**config.mk**
```make
export PLATFORM = sky130hd
export DESIGN_NAME = cpu_mem_responder
export DESIGN_NICKNAME = d
export VERILOG_FILES = /design/src/rtl/cpu_mem_responder.sv
export SDC_FILE = /design/constraint.sdc
export NUM_CORES = 2
export LEC_CHECK = 0
export ABC_AREA = 1
export CAP_MARGIN = 20
export CORE_MARGIN = 3
export CORE_UTILIZATION = 57
export DETAILED_ROUTE_END_ITERATION = 16
export PLACE_DENSITY_LB_ADDON = 0.08
export SLEW_MARGIN = 20
export SYNTH_ARGS = -nofsm -noshare
export SYNTH_HDL_FRONTEND = slang
export SYNTH_SLANG_ARGS = --single-unit
```
**constraint.sdc**
```tcl
create_clock -name clk -period 14.6 [get_ports clk]
set_input_delay 3.65 -clock clk [delete_from_list [all_inputs] [get_ports clk]]
set_output_delay 3.65 -clock clk [all_outputs]
set_load 0.03 [all_outputs]
```
**src/rtl/cpu_mem_responder.sv**
```systemverilog
// rtl/cpu_mem_responder.sv - memory-side responder for the CPU datapath bus with wait states and loader port
// Each CPU request produces exactly one access and one ack pulse. The loader writes only while idle.
module cpu_mem_responder #(
   parameter int ADDR_W      = 8,
   parameter int WAIT_CYCLES = 2
) (
   input  logic        clk,
   input  logic        rst,
   input  logic [15:0] memaddr,
   input  logic [7:0]  data_in,
   input  logic        read,
   input  logic        write,
   output logic [7:0]  data_out,
   output logic        ack,
   output logic        err,
   output logic        busy,
   input  logic        load_we,
   input  logic [15:0] load_addr,
   input  logic [7:0]  load_data
);
   typedef enum logic [1:0] {S_IDLE, S_BUSY, S_ACK, S_HOLD} state_t;
   localparam logic [3:0] WAIT_INIT = 4'(WAIT_CYCLES);

   state_t            state_q;
   logic [3:0]        cnt_q;
   logic [15:0]       addr_q;
   logic [7:0]        wdata_q;
   logic              rd_q;
   logic              wr_q;
   logic [7:0]        dout_q;
   logic              ack_q;
   logic              err_q;
   logic              busy_q;
   logic [7:0]        mem_q [2**ADDR_W];

   logic              addr_ok;
   logic              load_ok;
   logic              access_now;
   logic              mem_we_d;
   logic [ADDR_W-1:0] mem_waddr_d;
   logic [7:0]        mem_wdata_d;

   // Upper address bits must be zero; shifting keeps this legal even when ADDR_W is 16.
   assign addr_ok    = (addr_q >> ADDR_W) == 16'd0;
   assign load_ok    = (load_addr >> ADDR_W) == 16'd0;
   assign access_now = (state_q == S_BUSY) && (cnt_q == 4'd0);

   always_comb begin
      mem_we_d    = 1'b0;
      mem_waddr_d = load_addr[ADDR_W-1:0];
      mem_wdata_d = load_data;
      if (rst) begin
         if (state_q == S_IDLE) begin
            mem_we_d = load_we && load_ok;
         end else if (access_now && wr_q && !rd_q && addr_ok) begin
            mem_we_d    = 1'b1;
            mem_waddr_d = addr_q[ADDR_W-1:0];
            mem_wdata_d = wdata_q;
         end
      end
   end

   // The array has no reset: contents survive rst.
   always_ff @(posedge clk) begin
      if (mem_we_d) begin
         mem_q[mem_waddr_d] <= mem_wdata_d;
      end
   end

   always_ff @(posedge clk or negedge rst) begin
      if (!rst) begin
         state_q <= S_IDLE;
         cnt_q   <= 4'd0;
         addr_q  <= 16'd0;
         wdata_q <= 8'd0;
         rd_q    <= 1'b0;
         wr_q    <= 1'b0;
         dout_q  <= 8'h00;
         ack_q   <= 1'b0;
         err_q   <= 1'b0;
         busy_q  <= 1'b0;
      end else begin
         case (state_q)
            S_IDLE: begin
               ack_q <= 1'b0;
               err_q <= 1'b0;
               if (!load_we && (read || write)) begin
                  addr_q  <= memaddr;
                  wdata_q <= data_in;
                  rd_q    <= read;
                  wr_q    <= write;
                  cnt_q   <= WAIT_INIT;
                  state_q <= S_BUSY;
                  busy_q  <= 1'b1;
               end
            end
            S_BUSY: begin
               if (cnt_q != 4'd0) begin
                  cnt_q <= cnt_q - 4'd1;
               end else begin
                  state_q <= S_ACK;
                  ack_q   <= 1'b1;
                  if (rd_q && wr_q) begin
                     err_q <= 1'b1;
                  end else if (!addr_ok) begin
                     err_q <= 1'b1;
                     if (rd_q) begin
                        dout_q <= 8'h00;
                     end
                  end else if (rd_q) begin
                     dout_q <= mem_q[addr_q[ADDR_W-1:0]];
                  end
               end
            end
            S_ACK: begin
               ack_q   <= 1'b0;
               err_q   <= 1'b0;
               state_q <= S_HOLD;
            end
            S_HOLD: begin
               if (!read && !write) begin
                  state_q <= S_IDLE;
                  busy_q  <= 1'b0;
               end
            end
            default: begin
               state_q <= S_IDLE;
               busy_q  <= 1'b0;
               ack_q   <= 1'b0;
               err_q   <= 1'b0;
            end
         endcase
      end
   end

   assign data_out = dout_q;
   assign ack      = ack_q;
   assign err      = err_q;
   assign busy     = busy_q;
endmodule

```
==> results.toml <==
[floorplan]
ios = 64
coreArea_sq_mm = 0.1480
initial_utilization_pct = 57.44
die_x_um = 392.2
dieArea_sq_mm = 0.1538
row_count = 141
die_h_um = 392.2

[sta]
rsz0062_at_grt = "false"
period_needed_ps = 7272
whs_ps = 473.6
skew_ps = 25.39
slew_violations = 0
tns_ps = 0
fmax_mhz = 137.5
period_share_pct = 49.81
setup_ws_ps = 7328
finalSetupViolCount = 0
maxSlewHeadroom_pct = 25.41
hold_viol_final = 0
tightestPinTransition_ps = 1115

[logic_synthesis]
synthAdderAreaFrac_pct = 0.08830
ys.flop_type = "edfxtp_1"
ys_seq_area_share_pct = 73.60
synth_cells = 7319
synth_xor_area_share_pct = 0
synth_cell_types = 31
async_flop_share_pct = 2.056
yosys-mux-area-fraction_pct = 0
synth_top_family_by_area = "simple AND/OR/NAND/NOR gates"
synth_edf_count = 2048
synthSimpleGateAreaFrac_pct = 23.35
syn_nets = 7378
ys_warn_count = 0
syn_avg_cell_area_sq_um = 11.62
synth-compound-area-share_pct = 0.3149
syn_area_sq_mm = 0.08502
synth-seq-cells = 2091

[clock_tree]
cts_setup_buffers = 0
cts_buffers = 203
clk_path_buf_depth = 3
root_buffer = "clkbuf_16"
cts_max_level = 4
cts.sinks = 2091
cts-resized-gates = 0
clk_pin_slew_ps = 60
clk_latency_ps = 820
cts_tree = "built"
hold_buffers = 0

[place]
dp_hpwl_mm = 131.9
dpl_worst_slack_ps = 6479
port_buffers = 63
globalplace.congestion = 0.8793
dpl-instance-area_sq_mm = 0.08696

[cells_and_area]
final_common_cell = "nand2_1"
area_growth_pct = 10.22
diodes = 0
stdcell_area_sq_mm = 0.09371
final_nets = 7241
layout-drive-gt1-share_pct = 5.645
nFillCells = 11469
final_cell_mix = "nand2_1 (2357), edfxtp_1 (2048), nand3_1 (1947)"

[global_route]
gr-total-overflow = 0
grt_max_degree = 228
grt_usage_pct = 30.04
grt_pass1_wl_mm = 341.3
antenna_found_initial = 3
grt_pass1_vias = 53460

[setup_path]
cp_max_fo = 69
crit_top_cell = "buf_4"
crit_family = "buffers and inverters"
worst-setup-path-type = "in2reg"
cp_cell_sequence = "buf_2 -> buf_4 -> inv_1 -> nor4_2 -> nand3_2 -> buf_4 -> o21ai_4 -> buf_4 -> buf_4 -> buf_4"
startpoint_type = "input pin"
critPathRequiredTime_ps = 15080
critPathBufInv = 7
cpPeakStageDelay_ps = 800
critPathCaptureType = "register"
cpMaxStageDelayCell = "buf_4"
arrival_ps = 7750

[route]
viasPerCell = 6.037
drc = 0
dr_total_vias = 56032
drt_first_pass_iters = 8
final_antenna_net_count = 0
wl_mm = 231.3
dr.first_iter.drc_count = 6637
wire_per_inst_um = 24.91

[power]
p_clk_share_pct = 30.1
p_leak_nw = 32.77
peakVddDrop_mv = 0.2051
p_sw_share_pct = 36.61
power_w = 0.01767
pwr-share-seq_pct = 38.3
power_frac_comb_pct = 31.6
pwr_density_cell_mw_per_mm2 = 188.5
internal_power_w = 0.01120
power.switching_w = 0.006468

[run]
drv_cap = 0

[hold_path]
holdCritPathClass = "reg2reg"

[run_status]
status = "finished, final reports clean"
==> Yosys cell counts (2+ instances only) <==
| master | n | share of area (%) |
|---|---|---|
| a21oi_1 | 5 | 0.029 |
| nand3_1 | 1947 | 11 |
| clkbuf_1 | 302 | 1.3 |
| nor2_1 | 300 | 1.3 |
| dfrtp_1 | 43 | 1.3 |
| nand2_1 | 2361 | 10 |
| o21ai_1 | 3 | 0.018 |
| nand4_1 | 2 | 0.015 |
| nor4_1 | 2 | 0.015 |
| clkinv_1 | 5 | 0.022 |
| inv_1 | 52 | 0.23 |
| nor2_2 | 3 | 0.022 |
| buf_1 | 56 | 0.25 |
| buf_2 | 130 | 0.77 |
| nand3_2 | 2 | 0.024 |
| o21ai_0 | 29 | 0.17 |
| edfxtp_1 | 2048 | 72 |
| nor3_1 | 2 | 0.012 |
| o21ai_2 | 4 | 0.041 |
| ha_1 | 6 | 0.088 |
| inv_2 | 7 | 0.031 |
==> metrics by stage <==
| stage | utilization [%] | instances |
|---|---|---|
| after floorplan | - | 7319 |
| after global routing | 63.31 | 9282 |
| after global placement | 58.75 | 8907 |
| after CTS | 63.31 | 9282 |
| after detailed placement | 58.75 | 8907 |
| final | 63.31 | 9282 |
==> power groups by stage <==
stage,Sequential [W],Combinational [W],Clock (W)
final,0.00676,0.00558,0.00532
after global placement,0.00689,0.00542,0
after CTS,0.00676,0.00548,0.00538
after detailed placement,0.00689,0.00546,0
after floorplan,0.00686,0.00370,0
after global routing,0.00677,0.00605,0.00563
==> area by class of cell <==
class / instances / area, sq um / share of cell area (%)
Multi-Input combinational cell: 4674 / 20300 / 21.66
Timing Repair Buffer: 148 / 1389 / 1.482
Clock buffer: 249 / 5338 / 5.696
Tap cell: 1930 / 2415 / 2.577
Inverter: 64 / 265.3 / 0.2831
Clock inverter: 126 / 1410 / 1.505
Sequential cell: 2091 / 62590 / 66.80
==> registers in the layout (all words and copies together) (netlist names), 2 cells and up <==
register / cells
cnt_q: 4
data_out: 8
addr_q: 16
state_q: 2
wdata_q: 8
mem_q: 2048
==> path summary, 6_finish.rpt <==
| check | start | end | slack [ps] | depth (start not counted) |
|---|---|---|---|---|
| setup / recovery | rst | mem_q[89][3]$_DFFE_PP_ | 7330 | 10 |
| hold / removal | addr_q[14]$_DFFE_PN0P_ | addr_q[14]$_DFFE_PN0P_ | 470 | 2 |
| setup reg to reg | addr_q[0]$_DFFE_PN0P_ | data_out[7]$_DFFE_PN0P_ | 8990 | 16 |
| hold reg to reg | addr_q[14]$_DFFE_PN0P_ | addr_q[14]$_DFFE_PN0P_ | 470 | 2 |
| max in group asynchronous | rst | addr_q[1]$_DFFE_PN0P_ | 11120 | 2 |
| min in group asynchronous | rst | wdata_q[6]$_DFFE_PN0P_ | 2930 | 2 |
==> worst register-to-register path: stages, from the launching register on <==
cell and delay, ps:
dfrtp_4 800, inv_8 620, buf_4 710, buf_12 760, buf_4 930, nand2_1 120, nand3_1 100, nand3_1 150
nand3_1 130, nand3_1 130, nand2_1 230, nand2_1 130, nand2_1 190, nand2_1 80, nand3_1 100, nand3_1 210
nand2_1 150
==> logic make-up after synthesis <==
| kind of cell | Yosys count |
|---|---|
| AOI/OAI and AO/OA | 46 |
| adders and majority gates | 6 |
| buffers and inverters | 554 |
| DFF | 2091 |
| and+or+nand+nor | 4622 |
==> routing by layer <==
layer | vias up | global-route usage (%) | wire length [um]
met4 | 2 | 10.23 | 7979
li1 | 25528 | - | -
met3 | 454 | 6.562 | 22890
met1 | 27349 | 42.43 | 93420
met5 | - | 0 | 13
met2 | 2699 | 46.77 | 107000
Note: power is estimated with default switching activity, not from simulation.
==> patch: new RTL, same flow settings <==
The parameter `ADDR_W` goes from 8 to 6.
--- a/src/rtl/cpu_mem_responder.sv
+++ b/src/rtl/cpu_mem_responder.sv
@@ -1,7 +1,7 @@
 // rtl/cpu_mem_responder.sv - memory-side responder for the CPU datapath bus with wait states and loader port
 // Each CPU request produces exactly one access and one ack pulse. The loader writes only while idle.
 module cpu_mem_responder #(
-   parameter int ADDR_W      = 8,
+   parameter int ADDR_W      = 6,
    parameter int WAIT_CYCLES = 2
 ) (
    input  logic        clk,
Check against the original RTL: not settled (the Yosys comparison gave no result); the edit may change what the design does.
==> patch against the unedited design <==
Cell area down 73%; synthesized area down 73%; critical path depth down 2; worst setup slack better by 950 ps; sequential cell count down 1536; power down 74%; highest routed layer is now met4; routed wire length down 75%; non-clock buffer count down 65.
==> patch: results (changes against the unedited design) <==
Largest delay share family, worst path=simple AND/OR/NAND/NOR gates; Area contributors post-synth=edfxtp_1 (67%), nand2_1 (12%), nand3_1 (9.7%), dfrtp_1 (4.7%), nor2_1 (1.4%); Post-synth ARST share=7.748% (+5.7 points); Tot GR Track Use=26.64% (-3.4 points); Detailed Route Iter0 Violations=1741 (-74%); Finished Cell Area=25710 µm² (-73%); TritonCTS Buffers=53 (-74%); Post-synth EDFFs=512 (-75%); Placement Setup Slack=7622 ps (+1142 ps); Largest regs=mem_q x512, addr_q x16; Lkg Pwr=0.009417 µW (-71%); vias post-DR=15380 (-73%); Synth Instances=2052 (-72%); largest net degree at the start of global routing=121 (-47%); gpl congestion=0.8634 (-1.8%); Slew Limit Headroom=33.65% (+8.2 points); Post-Place Cells=2543 (-71%); Post-synth top cells=nand2_1 (756), edfxtp_1 (512), nand3_1 (446), nor2_1 (85), clkbuf_1 (83); 1st-pass router iterations=6 (-2); share of layout cells above drive strength 1=6.152% (+0.51 points); wire length per cell=21.79 µm (-13%); dpl cell area=24030 µm² (-72%); post-synthesis sequential area ratio=71.38% (-2.2 points); Mapped Nets=2111 (-71%); post-synth cell types=36 (+16%); Max stage delay on crit path=710 ps (-90 ps); worst endpoint data arrival time=6540 ps (-1210 ps); CTS H-tree lvls=2 (-2); first-pass GRT wire length=87170 µm (-74%); outcome=completed; HPWL Detailed=33590 µm (-75%); initial antenna violation count=0 (-3)
## patch: power breakdown
group	leakage [µW]	switching [µW]	internal, µW
sequential	0.00514	97.0	1780
combinational	0.00346	1020	404
clock	0.000817	568	774
## patch: path summary, 6_finish.rpt
| kind | startpoint | endpoint | slack, ps | cells past startpoint |
|---|---|---|---|---|
| setup / recovery | rst | mem_q[38][3] | 8280 | 8 |
| hold / removal | wdata_q[3] | wdata_q[3] | 470 | 2 |
| setup reg to reg | addr_q[0] | mem_q[44][3] | 10600 | 6 |
| hold reg to reg | wdata_q[3] | wdata_q[3] | 470 | 2 |
| max in group asynchronous | rst | addr_q[1] | 11030 | 2 |
| min in group asynchronous | rst | addr_q[10] | 3140 | 2 |
## patch: worst register-to-register path: stages, from the launching register on
cell and delay [ps]:
dfrtp_4 800, inv_6 590, buf_4 700, o21ai_4 330
inv_4 220, nand4_4 340, nor2_1 660
## patch: final cells by class
cell class / instances / share of cell area, %
clock buffer: 68 / 5.378
tap: 525 / 2.555
multi-input combinational: 1351 / 23.41
timing repair buffer: 83 / 3.032
clock inverter: 27 / 1.139
inverter: 29 / 0.4624
sequential: 555 / 64.02
## patch: routing by layer
metal	global-route usage [%]	wire [µm]	share of wire, %	vias to the layer above
met1	39.34	24110	42	7400
met5	0	0	0	-
li1	-	-	-	7164
met2	40.94	26620	46	712
met4	8.755	1561	2.7	0
met3	4.589	5195	9.0	108
## patch: cells by family after synthesis
family / Yosys count / share of synthesized area, %
compound gates: 25 / 0.7547
fa+ha+maj: 6 / 0.3257
buf+inv: 146 / 2.514
flops: 555 / 71.38
mux: 8 / 0.3909
simple gates: 1312 / 24.63
